==> src/rtl/cu_pkg.sv <==
// Shared definitions for the load/store control unit.
//   - cu_state_e    : sequencer states (RST, T0..T7, HALT), 4-bit encoding
//   - instr_class_e : execution class produced by instr_class_decode
//   - ctrl_t        : bundle of the single-bit datapath controls
//   - opcode and ALU select constants
package cu_pkg;

  localparam int CU_OPW  = 5;
  localparam int CU_ALUW = 4;

  typedef enum logic [3:0] {
    ST_RST  = 4'd0,
    ST_T0   = 4'd1,
    ST_T1   = 4'd2,
    ST_T2   = 4'd3,
    ST_T3   = 4'd4,
    ST_T4   = 4'd5,
    ST_T5   = 4'd6,
    ST_T6   = 4'd7,
    ST_T7   = 4'd8,
    ST_HALT = 4'd9
  } cu_state_e;

  typedef enum logic [2:0] {
    CLS_LD,
    CLS_LDI,
    CLS_ST,
    CLS_ALU3,
    CLS_ADDI,
    CLS_BR,
    CLS_NOP,
    CLS_HALT
  } instr_class_e;

  // Opcodes, IR[31:27]
  localparam logic [CU_OPW-1:0] OP_LD   = 5'b00000;
  localparam logic [CU_OPW-1:0] OP_LDI  = 5'b00001;
  localparam logic [CU_OPW-1:0] OP_ST   = 5'b00010;
  localparam logic [CU_OPW-1:0] OP_ADD  = 5'b00011;
  localparam logic [CU_OPW-1:0] OP_SUB  = 5'b00100;
  localparam logic [CU_OPW-1:0] OP_AND  = 5'b00101;
  localparam logic [CU_OPW-1:0] OP_OR   = 5'b00110;
  localparam logic [CU_OPW-1:0] OP_ADDI = 5'b01011;
  localparam logic [CU_OPW-1:0] OP_BR   = 5'b10010;
  localparam logic [CU_OPW-1:0] OP_NOP  = 5'b11010;
  localparam logic [CU_OPW-1:0] OP_HALT = 5'b11011;

  // ALU selects
  localparam logic [CU_ALUW-1:0] ALU_ADD = 4'b0000;
  localparam logic [CU_ALUW-1:0] ALU_SUB = 4'b0001;
  localparam logic [CU_ALUW-1:0] ALU_AND = 4'b0010;
  localparam logic [CU_ALUW-1:0] ALU_OR  = 4'b0011;

  typedef struct packed {
    logic pc_out;
    logic mar_in;
    logic inc_pc;
    logic z_in;
    logic zlo_out;
    logic pc_in;
    logic read;
    logic mdr_in;
    logic mdr_out;
    logic ir_in;
    logic gra;
    logic grb;
    logic grc;
    logic r_in;
    logic r_out;
    logic ba_out;
    logic y_in;
    logic c_out;
    logic con_in;
    logic write;
  } ctrl_t;

endpackage

==> src/rtl/instr_class_decode.sv <==
// Combinational opcode decoder.
//   opcode : latched IR[31:27]
//   cls    : execution class; unknown opcodes decode as CLS_NOP
//   alu_op : ALU select used by the class in its Zin state (ADD unless
//            the instruction is a three-register sub/and/or)
module instr_class_decode
  import cu_pkg::*;
(
  input  logic [CU_OPW-1:0]  opcode,
  output instr_class_e       cls,
  output logic [CU_ALUW-1:0] alu_op
);

  always_comb begin
    cls    = CLS_NOP;
    alu_op = ALU_ADD;
    case (opcode)
      OP_LD:   cls = CLS_LD;
      OP_LDI:  cls = CLS_LDI;
      OP_ST:   cls = CLS_ST;
      OP_ADD:  begin cls = CLS_ALU3; alu_op = ALU_ADD; end
      OP_SUB:  begin cls = CLS_ALU3; alu_op = ALU_SUB; end
      OP_AND:  begin cls = CLS_ALU3; alu_op = ALU_AND; end
      OP_OR:   begin cls = CLS_ALU3; alu_op = ALU_OR;  end
      OP_ADDI: cls = CLS_ADDI;
      OP_BR:   cls = CLS_BR;
      OP_NOP:  cls = CLS_NOP;
      OP_HALT: cls = CLS_HALT;
      default: cls = CLS_NOP;
    endcase
  end

endmodule

==> src/rtl/load_store_control_unit.sv <==
// Hardwired Moore sequencer for the load/store datapath.
// Fetches (T0..T2), latches the opcode on the T2->T3 edge, then steps
// through the execute states of the decoded instruction class.
//   Clock, Reset (async, active-high) : clocking / forces RST
//   Stop      : halt request, honoured only at an instruction boundary
//   IR, CON   : instruction register and branch condition from datapath
//   PCout..write : datapath control strobes
//   ALUop     : ALU select (0000 whenever nothing is being computed)
//   Run       : 0 only in HALT
//   dbg_state : current sequencer state (cu_state_e encoding)
// There is no handshake: every output is a level valid for the whole
// cycle of the state that drives it.
module load_store_control_unit
  import cu_pkg::*;
#(
  parameter int OPW  = CU_OPW,
  parameter int ALUW = CU_ALUW
) (
  input  logic            Clock,
  input  logic            Reset,
  input  logic            Stop,
  input  logic [31:0]     IR,
  input  logic            CON,
  output logic            PCout,
  output logic            MARin,
  output logic            IncPC,
  output logic            Zin,
  output logic            ZLOout,
  output logic            PCin,
  output logic            Read,
  output logic            MDRin,
  output logic            MDRout,
  output logic            IRin,
  output logic            Gra,
  output logic            Grb,
  output logic            Grc,
  output logic            Rin,
  output logic            Rout,
  output logic            BAout,
  output logic            Yin,
  output logic            Cout,
  output logic            CONin,
  output logic            write,
  output logic [ALUW-1:0] ALUop,
  output logic            Run,
  output logic [3:0]      dbg_state
);

  cu_state_e       state, state_next, end_state;
  logic [OPW-1:0]  opcode_q;
  instr_class_e    cls;
  logic [ALUW-1:0] alu_dec;
  logic [ALUW-1:0] alu_sel;
  ctrl_t           ctl;
  logic            unused_ir;

  assign unused_ir = ^IR[31-OPW:0];

  always_ff @(posedge Clock or posedge Reset) begin
    if (Reset) begin
      state    <= ST_RST;
      opcode_q <= '0;
    end else begin
      state <= state_next;
      if (state == ST_T2) opcode_q <= IR[31:32-OPW];
    end
  end

  instr_class_decode u_decode (
    .opcode (opcode_q),
    .cls    (cls),
    .alu_op (alu_dec)
  );

  // Where an instruction goes after its last state: Stop diverts the
  // boundary into HALT, so a running instruction is never cut short.
  assign end_state = Stop ? ST_HALT : ST_T0;

  always_comb begin
    state_next = state;
    case (state)
      ST_RST: state_next = ST_T0;
      ST_T0:  state_next = ST_T1;
      ST_T1:  state_next = ST_T2;
      ST_T2:  state_next = ST_T3;
      ST_T3: begin
        case (cls)
          CLS_HALT: state_next = ST_HALT;
          CLS_NOP:  state_next = end_state;
          default:  state_next = ST_T4;
        endcase
      end
      ST_T4: state_next = ST_T5;
      ST_T5: begin
        case (cls)
          CLS_LDI, CLS_ALU3, CLS_ADDI: state_next = end_state;
          default:                     state_next = ST_T6;
        endcase
      end
      ST_T6:   state_next = (cls == CLS_BR) ? end_state : ST_T7;
      ST_T7:   state_next = end_state;
      ST_HALT: state_next = ST_HALT;
      default: state_next = ST_RST;
    endcase
  end

  always_comb begin
    ctl     = '0;
    alu_sel = ALU_ADD;
    case (state)
      ST_T0: begin
        ctl.pc_out = 1'b1; ctl.mar_in = 1'b1; ctl.inc_pc = 1'b1; ctl.z_in = 1'b1;
      end
      ST_T1: begin
        ctl.zlo_out = 1'b1; ctl.pc_in = 1'b1; ctl.read = 1'b1; ctl.mdr_in = 1'b1;
      end
      ST_T2: begin
        ctl.mdr_out = 1'b1; ctl.ir_in = 1'b1;
      end
      ST_T3: begin
        case (cls)
          // Memory ops form the address from Rb, or 0 when Rb is r0 (BAout)
          CLS_LD, CLS_LDI, CLS_ST: begin
            ctl.grb = 1'b1; ctl.ba_out = 1'b1; ctl.y_in = 1'b1;
          end
          CLS_ALU3, CLS_ADDI: begin
            ctl.grb = 1'b1; ctl.r_out = 1'b1; ctl.y_in = 1'b1;
          end
          CLS_BR: begin
            ctl.gra = 1'b1; ctl.r_out = 1'b1; ctl.con_in = 1'b1;
          end
          default: ;
        endcase
      end
      ST_T4: begin
        case (cls)
          CLS_LD, CLS_LDI, CLS_ST, CLS_ADDI: begin
            ctl.c_out = 1'b1; ctl.z_in = 1'b1;
          end
          CLS_ALU3: begin
            ctl.grc = 1'b1; ctl.r_out = 1'b1; ctl.z_in = 1'b1;
            alu_sel = alu_dec;
          end
          CLS_BR: begin
            ctl.pc_out = 1'b1; ctl.y_in = 1'b1;
          end
          default: ;
        endcase
      end
      ST_T5: begin
        case (cls)
          CLS_LD, CLS_ST: begin
            ctl.zlo_out = 1'b1; ctl.mar_in = 1'b1;
          end
          CLS_LDI, CLS_ALU3, CLS_ADDI: begin
            ctl.zlo_out = 1'b1; ctl.gra = 1'b1; ctl.r_in = 1'b1;
          end
          CLS_BR: begin
            ctl.c_out = 1'b1; ctl.z_in = 1'b1;
          end
          default: ;
        endcase
      end
      ST_T6: begin
        case (cls)
          CLS_LD: begin
            ctl.read = 1'b1; ctl.mdr_in = 1'b1;
          end
          // Store data goes Ra -> MDR over the bus, not from memory
          CLS_ST: begin
            ctl.gra = 1'b1; ctl.r_out = 1'b1; ctl.mdr_in = 1'b1;
          end
          // The only non-Moore term: branch target loads only if CON is set
          CLS_BR: begin
            ctl.zlo_out = CON; ctl.pc_in = CON;
          end
          default: ;
        endcase
      end
      ST_T7: begin
        case (cls)
          CLS_LD: begin
            ctl.mdr_out = 1'b1; ctl.gra = 1'b1; ctl.r_in = 1'b1;
          end
          CLS_ST:  ctl.write = 1'b1;
          default: ;
        endcase
      end
      default: ;
    endcase
  end

  assign PCout     = ctl.pc_out;
  assign MARin     = ctl.mar_in;
  assign IncPC     = ctl.inc_pc;
  assign Zin       = ctl.z_in;
  assign ZLOout    = ctl.zlo_out;
  assign PCin      = ctl.pc_in;
  assign Read      = ctl.read;
  assign MDRin     = ctl.mdr_in;
  assign MDRout    = ctl.mdr_out;
  assign IRin      = ctl.ir_in;
  assign Gra       = ctl.gra;
  assign Grb       = ctl.grb;
  assign Grc       = ctl.grc;
  assign Rin       = ctl.r_in;
  assign Rout      = ctl.r_out;
  assign BAout     = ctl.ba_out;
  assign Yin       = ctl.y_in;
  assign Cout      = ctl.c_out;
  assign CONin     = ctl.con_in;
  assign write     = ctl.write;
  assign ALUop     = alu_sel;
  assign Run       = (state != ST_HALT);
  assign dbg_state = state;

endmodule
==> config.mk <==
export PLATFORM = sky130hd
export DESIGN_NAME = load_store_control_unit
export DESIGN_NICKNAME = d
export VERILOG_FILES = /design/src/rtl/cu_pkg.sv /design/src/rtl/instr_class_decode.sv /design/src/rtl/load_store_control_unit.sv
export SDC_FILE = /design/constraint.sdc
export NUM_CORES = 1
export LEC_CHECK = 0
export ABC_AREA = 1
export CORE_ASPECT_RATIO = 1.75
export CORE_MARGIN = 2
export CORE_UTILIZATION = 23
export CTS_CLUSTER_SIZE = 16
export DETAILED_ROUTE_END_ITERATION = 16
export GPL_TIMING_DRIVEN = 0
export MAX_ROUTING_LAYER = met4
export SYNTH_ARGS = -nofsm -noshare
export SYNTH_HDL_FRONTEND = slang
export SYNTH_SLANG_ARGS = --single-unit
==> constraint.sdc <==
create_clock -name Clock -period 2.3 [get_ports Clock]
set_input_delay 0.345 -clock Clock [delete_from_list [all_inputs] [get_ports Clock]]
set_output_delay 0.345 -clock Clock [all_outputs]
set_load 0.05 [all_outputs]
After elaboration in Yosys (flattened, before gate mapping):

Cells that the tools add are included.

* bits in registers: 9
* input bits: 36
* output and inout bits: 29

* eq/ne operators: 26
* muxes and demuxes: 38
* reductions and logical operators: 10

Operator list (count)
* one-hot mux 4 bit (10 select lines): 1
* one-hot mux 3 bit (7 select lines): 1
* two-way mux 4 bit: 5
* two-way mux 1 bit: 17
* == test 4 x 3 -> 1 bit, second input constant: 4
* == test 5 x 3 -> 1 bit, second input constant: 3
* == test 3 bit, second input constant: 4
* one-hot mux 1 bit (2 select lines): 6
* == test 5 x 2 -> 1 bit, second input constant: 2
* == test 5 bit, second input constant: 2
* one-hot mux 1 bit (3 select lines): 3
* OR reduction 3 bit: 3
* == test 4 x 2 -> 1 bit, second input constant: 2
* == test 4 bit, second input constant: 2
* one-hot mux 4 bit (2 select lines): 1
* OR reduction 4 bit: 2
* == test 3 x 2 -> 1 bit, second input constant: 2
* one-hot mux 2 bit (3 select lines): 1
* one-hot mux 3 bit (2 select lines): 1
* == test 5 x 1 -> 1 bit, second input constant: 1
* == test 5 x 4 -> 1 bit, second input constant: 1
* logical NOT 5 bit: 1
* OR reduction 5 bit: 1
* == test 4 x 1 -> 1 bit, second input constant: 1
* other kinds (7): 7

Depth between registers and ports, before layout:

Gate-level depths: netlist of the first run.

* depth in word-level cells: 7
* gate-level depth with buffers: 8
* depth with buffers taken out: 8

Cells and area by module:

From an unflattened synthesis of the first run, not the netlist that was laid out.

* cell total of the unflattened synthesis: 170
* area, all modules: 944.7 um^2

Modules (own cells, without submodules)
* load_store_control_unit: times used 1, cells each 133, area each 777.0 um^2, sequential area each 225.2 um^2
* instr_class_decode: times used 1, cells each 37, area each 167.7 um^2, sequential area each 0.0 um^2

Least setup slack after synthesis of the first run:

Ideal clock, no wire load.

* path kind: reg2out
* start point: reg state[0] (netlist: dbg_state[0])
* end point: out MARin
* arrival: 2.459 ns
* data required time: 1.955 ns
* path slack: -0.504 ns
* cell stages (with the launch flop): 7
* cell sequence: dfrtp_1 -> inv_1 -> nor2_2 -> inv_1 -> nor2_1 -> inv_1 -> o21ai_1

* word-level cells in the longest chain between the ends: 2

Ends and longest elaborated chain
* from (decl): line load_store_control_unit.sv:49 `cu_state_e state, state_next, end_state;`
* from (signal assigned): line load_store_control_unit.sv:64 `state <= state_next;`
* == test 4 x 3 -> 1 bit / == test 4 x 1 -> 1 bit (equally long branches): line load_store_control_unit.sv:110 `case (state)`
* one-hot mux 1 bit (2 select lines) *: line load_store_control_unit.sv:110
* to (decl): line load_store_control_unit.sv:25 `output logic MARin,`

Mark *: on every way between the ends. The rest lies on a longest branch, timed or not.

Worst setup path after layout of the first run:

* start point: reg opcode_q[2]
* end point: out MDRout

* word-level cells in the longest chain between the ends: 6

Ends and longest elaborated chain
* from (decl): line load_store_control_unit.sv:50 `logic [OPW-1:0] opcode_q;`
* from (signal assigned): line load_store_control_unit.sv:65 `if (state == ST_T2) opcode_q <= IR[31:32-OPW];`
* == test 5 x 2 -> 1 bit / == test 5 x 3 -> 1 bit (equally long branches): line instr_class_decode.sv:17 `case (opcode)`
* OR reduction 4 bit (no source line)
* one-hot mux 3 bit (7 select lines) *: line instr_class_decode.sv:17
* logical NOT 3 bit *: line load_store_control_unit.sv:181 `case (cls)`
* two-way mux 1 bit *: line load_store_control_unit.sv:181
* one-hot mux 1 bit (2 select lines) *: line load_store_control_unit.sv:110
* to (decl): line load_store_control_unit.sv:32 `output logic MDRout,`

Marks and branches as above.

==> results.json, run 1 <==
{
  "status": "finished clean",
  "num_antenna_cells": 0,
  "synthAdderAreaFrac_pct": 0,
  "reg2reg_depth": 7,
  "drc_errors": 0,
  "r2r_start": "dbg_state[3]",
  "grt_usage_pct": 13.2,
  "dp.final_hpwl_mm": 2.17,
  "cpMaxStageDelayCell": "dfrtp_1",
  "grt_antenna_before_repair": 0,
  "synthSimpleGateAreaFrac_pct": 49.8,
  "worstPathArrival_ns": 1.84,
  "placed_area_um2": 1320,
  "fmax_ghz": 0.459,
  "cpLargestDelayFamily": "simple AND/OR/NAND/NOR gates",
  "coreArea_um2": 3830,
  "grt.overflow.total": 0,
  "start_kind": "flop",
  "die_h_um": 86.9,
  "cp_slowest_stage_delay_ns": 0.43,
  "fill_cells": 469,
  "path_clk_slew_ns": 0.05,
  "drive_gt1_share_pct": 29.5,
  "portBuffers": 35,
  "powerDensity_nw_per_um2": 1660,
  "rows": 30,
  "avgViaCountPerCell": 4.42,
  "synth_xor_area_share_pct": 0,
  "area_growth_pct": 44.0,
  "tritoncts": "done",
  "cts-root-buf": "clkbuf_8",
  "first_global_vias": 1027,
  "final-instance-count-excl-fill": 231,
  "mostFrequentLayoutCells": "nand2_1, inv_1, nor2_1",
  "ys_seq_elements": 9,
  "hold_class": "in -> async",
  "dpl.cell_count": 227,
  "utilization_pct": 33.9,
  "final_area_um2": 1300,
  "rsz0062_at_grt": "false",
  "critical_path_buf_inv_count": 1,
  "syn_area_um2": 902,
  "die_area_um2": 4460,
  "fp.dieW_um": 51.3,
  "layout_commonest_cell": "nand2_1",
  "worstSetupPathType": "reg -> out",
  "cts_buffer_depth": 2,
  "finClkSkew_ns": 0.00294,
  "grt_pass1_wl_mm": 4.40,
  "finalSetupViolations": 0,
  "antenna_left": 0,
  "final_nets": 220,
  "boundaryPins": 65,
  "place_congestion": 0.916,
  "wl_per_cell_um": 11.1,
  "synth-compound-area-share_pct": 10.8,
  "post-route-period-util_pct": 94.8,
  "finalHoldViolations": 0,
  "initial_core_util_pct": 23.6,
  "syn_area_per_cell_um2": 6.31,
  "required_ns": 1.96,
  "peakVddDrop_v": 0.000608,
  "routed_wl_mm": 2.56,
  "yosys_warnings": 0,
  "path_cells": "nor2_4, nand4_1, nand3b_1, nand2_1, clkdlybuf4s15_2",
  "synth_top_family_by_area": "simple AND/OR/NAND/NOR gates",
  "synth_cell_types": 23,
  "critPathLaunch": "opcode_q[2]",
  "worst_skew_pair.late_latency_ns": 0.23,
  "hold_buffers": 0,
  "grt_max_degree": 11,
  "end_kind": "primary output",
  "crit_cells": 5,
  "cap_violations": 0,
  "leakage_nw": 0.698,
  "drt_iter0_markers": 21,
  "firstDrtPassIters": 4,
  "clkSinkCount": 9,
  "critPathMaxFanout": 5,
  "yosysSeqAreaShare_pct": 25.0,
  "post-route-min-period_ns": 2.18,
  "postSynthCellCount": 143,
  "synth.area.mux_share_pct": 0,
  "power_mw": 2.16,
  "finalMaxSlewViolations": 0,
  "vias": 1022,
  "cts_buffers": 3,
  "h-tree-depth": 1
}
==> area by class of cell <==
| type | count | area, um^2 | area share (%) |
|---|---|---|---|
| clock buffer | 4 | 45.0 | 3.47 |
| inverter | 28 | 106 | 8.19 |
| multi-input combinational | 104 | 564 | 43.4 |
| sequential | 9 | 225 | 17.3 |
| timing repair buffer | 35 | 278 | 21.4 |
| tap | 48 | 60.1 | 4.62 |
| buffer | 3 | 20.0 | 1.54 |
==> kinds of logic after synthesis <==
family	after synthesis
flip-flops	9
buffers and inverters	31
AND/OR/NAND/NOR	87
other	1
AO/OA/AOI/OAI	15
==> synth_stat cells <==
cell type | n | area share (%)
o21ai_1 | 3 | 1.7
conb_1 | 1 | 0.42
a21oi_1 | 1 | 0.55
nor2_4 | 2 | 2.5
nand2_2 | 2 | 1.4
nand3_4 | 1 | 1.9
nand3_1 | 12 | 6.7
o211ai_2 | 2 | 2.8
inv_2 | 4 | 1.7
nor3_2 | 1 | 1.1
nand3_2 | 4 | 4.4
o21ai_2 | 2 | 1.9
nand3b_1 | 2 | 1.7
o21ai_0 | 7 | 3.9
dfrtp_1 | 9 | 25
buf_4 | 2 | 1.7
nand4_1 | 7 | 4.9
nor2_2 | 7 | 4.9
nor2_1 | 18 | 7.5
inv_1 | 23 | 9.6
nand2_1 | 31 | 13
clkinv_2 | 1 | 0.55
buf_2 | 1 | 0.55
==> flip-flops by register name, indices dropped and copies added, names as in the netlist <==
register	cells
opcode_q	5
dbg_state	4
==> through the flow <==
stage	hold WS, ns	setup TNS, ns	setup slack, ns
after floorplan	0.173	-0.0241	-0.0238
after global placement	0.522	-1.05	-0.119
after CTS	0.413	0	0.000460
after global routing	0.435	0	0.00667
final	0.395	0	0.120
after detailed placement	0.531	-1.08	-0.111
==> worst register-to-register path, stage by stage, from the launching register on <==
cell	delay, ns
dfrtp_1	0.41
nor2_1	0.18
inv_2	0.08
nor2_2	0.17
inv_1	0.11
nor2_2	0.14
nor2_1	0.06
a21oi_1	0.12
==> metal layers <==
layer	up-vias	part of all wire, %	GRT usage [%]
met5	-	0	-
met4	0	1.8	4.78
met3	6	3.7	2.23
met2	24	57	24.9
met1	463	37	13.3
li1	529	-	-
==> repair_timing <==
item | 4_1_cts | 5_1_grt
pin swaps | 0 | 0
gates resized for setup | 46 | 33
gates cloned | 0 | 0
buffers inserted | 0 | 0
endpoints found under the setup margin | 21 | 19
hold endpoints to repair | 0 | 0
==> where the power goes <==
part | switching (mW) | internal [mW]
clock | 0.0614 | 0.121
combinational | 1.18 | 0.437
sequential | 0.117 | 0.239
total | 1.36 | 0.797
==> path summary, 6_finish.rpt <==
path	endpoint	slack (ns)
worst max-delay path	MDRout	0.12
worst max register to register	dbg_state[0]	0.96
worst min register to register	dbg_state[0]	0.53
worst min-delay path	dbg_state[1]	0.39
max in group asynchronous	opcode_q[3]	1.63
min in group Clock	dbg_state[0]	0.53
Power figures use the tool's default switching activity.
==> run 2, diff against run 1 <==
--- a/config.mk
+++ b/config.mk
@@ -8,11 +8,13 @@
 export ABC_AREA = 1
 export CORE_ASPECT_RATIO = 1.75
 export CORE_MARGIN = 2
-export CORE_UTILIZATION = 23
+export CORE_UTILIZATION = 37
 export CTS_CLUSTER_SIZE = 16
 export DETAILED_ROUTE_END_ITERATION = 16
 export GPL_TIMING_DRIVEN = 0
+export HOLD_SLACK_MARGIN = 0.06
 export MAX_ROUTING_LAYER = met4
+export PLACE_DENSITY = 0.85
 export SYNTH_ARGS = -nofsm -noshare
 export SYNTH_HDL_FRONTEND = slang
 export SYNTH_SLANG_ARGS = --single-unit
==> results.json, run 2 (synthesis results as in run 1) <==
{
  "final_area_um2": 1250,
  "crit_cells": 5,
  "routed_wl_mm": 2.57,
  "crit_end": "Gra",
  "finalMaxSlewViolations": 0,
  "largest_register": "opcode_q",
  "cpLargestDelayFamily": "simple AND/OR/NAND/NOR gates",
  "grt_max_degree": 11,
  "cts_buffer_depth": 2,
  "cpMaxStageDelayCell": "dfrtp_1",
  "clkSinkCount": 9,
  "tritoncts": "done",
  "drt_iter0_markers": 29,
  "worstMarginPinSlew_ns": 0.500,
  "firstDrtPassIters": 4,
  "start_kind": "flop",
  "avgViaCountPerCell": 5.09,
  "post_cts_buffers": 0,
  "path_clk_slew_ns": 0.05,
  "mostFrequentLayoutCells": "nand2_1, inv_1, nor2_1",
  "required_ns": 1.96,
  "grt_pass1_wl_mm": 4.46,
  "cp_slowest_stage_delay_ns": 0.43,
  "grt.overflow.total": 0,
  "peakVddDrop_v": 0.000807,
  "finalHoldViolations": 0,
  "critPathMaxFanout": 5,
  "critPathLaunch": "opcode_q[2]",
  "worstPathArrival_ns": 1.87,
  "drive_gt1_share_pct": 28.4,
  "finClkSkew_ns": 0.00845,
  "post-route-period-util_pct": 96.4,
  "fp.dieW_um": 41.3,
  "die_area_um2": 2860,
  "hold_class": "in -> async",
  "r2r_end": "opcode_q[1]",
  "r2r_start": "dbg_state[3]",
  "vias": 1059,
  "cap_violations": 0,
  "antenna_left": 0,
  "layout_commonest_cell": "nand2_1",
  "r2r_slack_ns": 0.91,
  "wl_per_cell_um": 12.4,
  "final_nets": 220,
  "dp.final_hpwl_mm": 2.22,
  "placed_area_um2": 1290,
  "rows": 23,
  "crit_top_cell": "nand4_1",
  "num_antenna_cells": 0,
  "first_global_vias": 1065,
  "leakage_nw": 0.697,
  "post-route-min-period_ns": 2.22,
  "largest_reg_flops": 5,
  "powerDensity_nw_per_um2": 1730,
  "status": "finished clean",
  "cts_buffers": 3,
  "fill_cells": 256,
  "critical_path_buf_inv_count": 1,
  "grt_antenna_before_repair": 0,
  "area_growth_pct": 39.0,
  "reg2reg_depth": 6,
  "worst_skew_pair.late_latency_ns": 0.24,
  "grt_usage_pct": 22.4,
  "utilization_pct": 54.5,
  "place_congestion": 0.858,
  "h-tree-depth": 1,
  "rsz0062_at_grt": "false",
  "worstSetupPathType": "reg -> out",
  "die_h_um": 69.3,
  "end_kind": "primary output",
  "hold_ws_ns": 0.373,
  "fmax_ghz": 0.451,
  "coreArea_um2": 2300,
  "finalSetupViolations": 0,
  "initial_core_util_pct": 39.2,
  "drc_errors": 0,
  "cts-root-buf": "clkbuf_8",
  "portBuffers": 35,
  "boundaryPins": 65,
  "slew-limit-headroom_pct": 66.6,
  "path_cells": "nor2_4, nand4_1, nand3b_1, nand4_1, clkdlybuf4s15_2"
}
-- run 2: cell types whose count changed in the layout (fill, tap and decap cells not counted) --
cell,previous run,this run
clkbuf_4,1,0
clkdlybuf4s15_2,3,1
clkdlybuf4s18_2,1,0
dlygate4sd2_1,1,0
nor2_1,16,17
clkbuf_2,9,12
nor2_2,8,7
clkdlybuf4s15_1,0,2
-- run 2: area by class of cell --
| cell class | count | area (um^2) | area share (%) |
|---|---|---|---|
| buffer | 3 | 20.0 | 1.60 |
| clock buffer | 4 | 45.0 | 3.59 |
| inverter | 28 | 106 | 8.48 |
| multi-input combinational | 104 | 562 | 44.8 |
| sequential | 9 | 225 | 18.0 |
| tap | 25 | 31.3 | 2.50 |
| timing repair buffer | 35 | 264 | 21.1 |
-- run 2: power by group --
part / switching [mW] / total, mW / internal [mW]
registers: 0.116 / 0.356 / 0.239
logic: 1.19 / 1.62 / 0.433
clock network: 0.0704 / 0.192 / 0.121
total: 1.38 / 2.17 / 0.793
-- run 2: worst min path at each step --
stage,endpoint,slack (ns),cells past startpoint
2_1_floorplan,dbg_state[0],0.17,1
3_5_place_dp,dbg_state[0],0.52,1
3_3_place_gp,dbg_state[0],0.51,1
6_report,opcode_q[4],0.37,2
5_1_grt,opcode_q[4],0.42,2
4_1_cts,opcode_q[4],0.39,2
-- run 2: per-layer routing --
layer	share of wire [%]	vias up	GRT usage (%)
met5	0	-	-
met3	5.4	11	2.24
met2	56	49	36.3
met1	34	468	24.6
met4	4.0	0	12.5
li1	-	531	-
-- run 2: what timing repair did --
item | in CTS | in global routing
pin swaps | 0 | 0
hold endpoints to repair | 0 | 0
endpoints found under the setup margin | 21 | 21
gates resized for setup | 39 | 35
cloned | 0 | 0
hold buffers | 0 | 0
-- run 2: per-stage QoR --
stage	power, mW	cells	worst slack [ns]	TNS, ns
floorplan	1.59	144	-0.0238	-0.0241
global placement	2.04	204	-0.0960	-0.590
detailed placement	2.07	204	-0.0939	-0.589
CTS	2.21	208	0.00207	0
global route	2.33	208	0.00254	0
finish	2.17	208	0.0828	0
==> run 3, diff against run 2 <==
==> constraint.sdc (replaced) <==
create_clock -name Clock -period 2.8 [get_ports Clock]
set_input_delay 0.42 -clock Clock [delete_from_list [all_inputs] [get_ports Clock]]
set_output_delay 0.42 -clock Clock [all_outputs]
set_load 0.05 [all_outputs]
==> results.json, run 3 (synthesis results as in run 1) <==
{
  "status": "finished clean",
  "layout_setup_ws_ns": 0.0959,
  "grt_usage_pct": 21.8,
  "start_kind": "flop",
  "r2r_slack_ns": 1.44,
  "grt_util_met1_pct": 21.3,
  "finClkSkew_ns": 0.00166,
  "largest_register": "opcode_q",
  "leakage_nw": 0.848,
  "cpMaxStageDelayCell": "clkdlybuf4s50_1",
  "finalSetupViolations": 0,
  "area_growth_pct": 51.2,
  "fill_cells": 210,
  "worstPathArrival_ns": 2.28,
  "place_congestion": 0.949,
  "clkSinkCount": 9,
  "antenna_left": 0,
  "die_h_um": 69.3,
  "rows": 23,
  "mostFrequentLayoutCells": "nand2_1, clkdlybuf4s50_1, inv_1",
  "cts_buffer_depth": 2,
  "tns_ns": 0,
  "initial_core_util_pct": 39.2,
  "finalMaxSlewViolations": 0,
  "power_mw": 1.84,
  "hold_ws_ns": 0.461,
  "slew-limit-headroom_pct": 65.0,
  "cts_buffers": 3,
  "largest_reg_flops": 5,
  "num_antenna_cells": 0,
  "post-route-min-period_ns": 2.70,
  "tritoncts": "done",
  "layout_commonest_cell": "nand2_1",
  "worstSetupPathType": "reg -> out",
  "peakVddDrop_v": 0.000551,
  "powerDensity_nw_per_um2": 1350,
  "drc_errors": 0,
  "coreArea_um2": 2300,
  "required_ns": 2.38,
  "cts-root-buf": "clkbuf_8",
  "post-route-period-util_pct": 96.6,
  "path_cells": "nor2_4, inv_1, nor2_2, nand2_1, nand2_1, inv_1, o21ai_1, clkdlybuf4s50_1",
  "dp.final_hpwl_mm": 2.18,
  "hold_buffers": 0,
  "hold_class": "in -> async",
  "grt.overflow.total": 0,
  "r2r_end": "opcode_q[0]",
  "end_kind": "primary output",
  "fmax_ghz": 0.370,
  "critPathMaxFanout": 5,
  "grt_max_degree": 11,
  "r2r_start": "dbg_state[3]",
  "first_global_vias": 1117,
  "post_cts_buffers": 0,
  "h-tree-depth": 1,
  "drt_iter0_markers": 26,
  "top_usage_layer": "met2",
  "firstDrtPassIters": 4,
  "routed_wl_mm": 2.59,
  "place_ws_ns": 0.317,
  "path_clk_slew_ns": 0.05,
  "grt_pass1_wl_mm": 4.40,
  "worstMarginPinSlew_ns": 0.525,
  "avgViaCountPerCell": 5.18,
  "vias": 1078,
  "drive_gt1_share_pct": 18.6,
  "cts_resized": 0,
  "wl_per_cell_um": 12.5,
  "die_area_um2": 2860,
  "boundaryPins": 65,
  "portBuffers": 35,
  "cap_violations": 0,
  "final_nets": 220,
  "grtUsageMet3_pct": 3.21,
  "grt_antenna_before_repair": 0,
  "reg2reg_depth": 6,
  "fp.dieW_um": 41.3,
  "met2_usage_pct": 35.8,
  "cp_slowest_stage_delay_ns": 0.82,
  "worst_skew_pair.late_latency_ns": 0.24,
  "finalHoldViolations": 0
}
[run 3: layout make-up]
| cell class | instances | area (um^2) | share of cell area (%) |
|---|---|---|---|
| multi-input cells | 104 | 557 | 40.8 |
| repair buffers | 35 | 378 | 27.7 |
| flip-flops and latches | 9 | 225 | 16.5 |
| inverters | 28 | 106 | 7.80 |
| clock buffers | 3 | 41.3 | 3.03 |
| well taps | 25 | 31.3 | 2.29 |
| plain buffers | 3 | 20.0 | 1.47 |
| clock inverters | 1 | 5.00 | 0.367 |
[run 3: worst max-delay path, delay by kind of cell (launching register included)]
family	cells	cell delay (ns)
buffers and inverters	3	0.95
and+or+nand+nor	4	0.54
DFF	1	0.44
AOI/OAI and AO/OA	1	0.12
[run 3: routing by layer]
layer	up-vias	wire length (um)
met5	-	0
met4	0	115
met3	14	108
met2	41	1440
met1	488	927
li1	535	-
[run 3: metrics by stage]
step	std cells	utilization [%]	area, um^2
final	208	59.2	1360
after global routing	208	59.2	1360
after CTS	208	58.0	1340
after detailed placement	204	56.0	1290
after global placement	204	56.0	1290
after floorplan	144	-	908
[run 3: how the worst max path moves through the flow]
| stage | start | to | slack, ns |
|---|---|---|---|
| finish | opcode_q[2] | MDRin | 0.1 |
| global route | dbg_state[0] | Rout | -0.003 |
| CTS | dbg_state[3] | ZLOout | 0.05 |
| detailed placement | dbg_state[3] | ZLOout | 0.32 |
| global placement | dbg_state[3] | ZLOout | 0.35 |
| floorplan | dbg_state[2] | Read | 0.17 |
[run 3: power breakdown]
part	switching (mW)	internal, mW
Clock	0.0601	0.0977
Combinational	0.960	0.424
Sequential	0.0987	0.196
Total	1.12	0.718
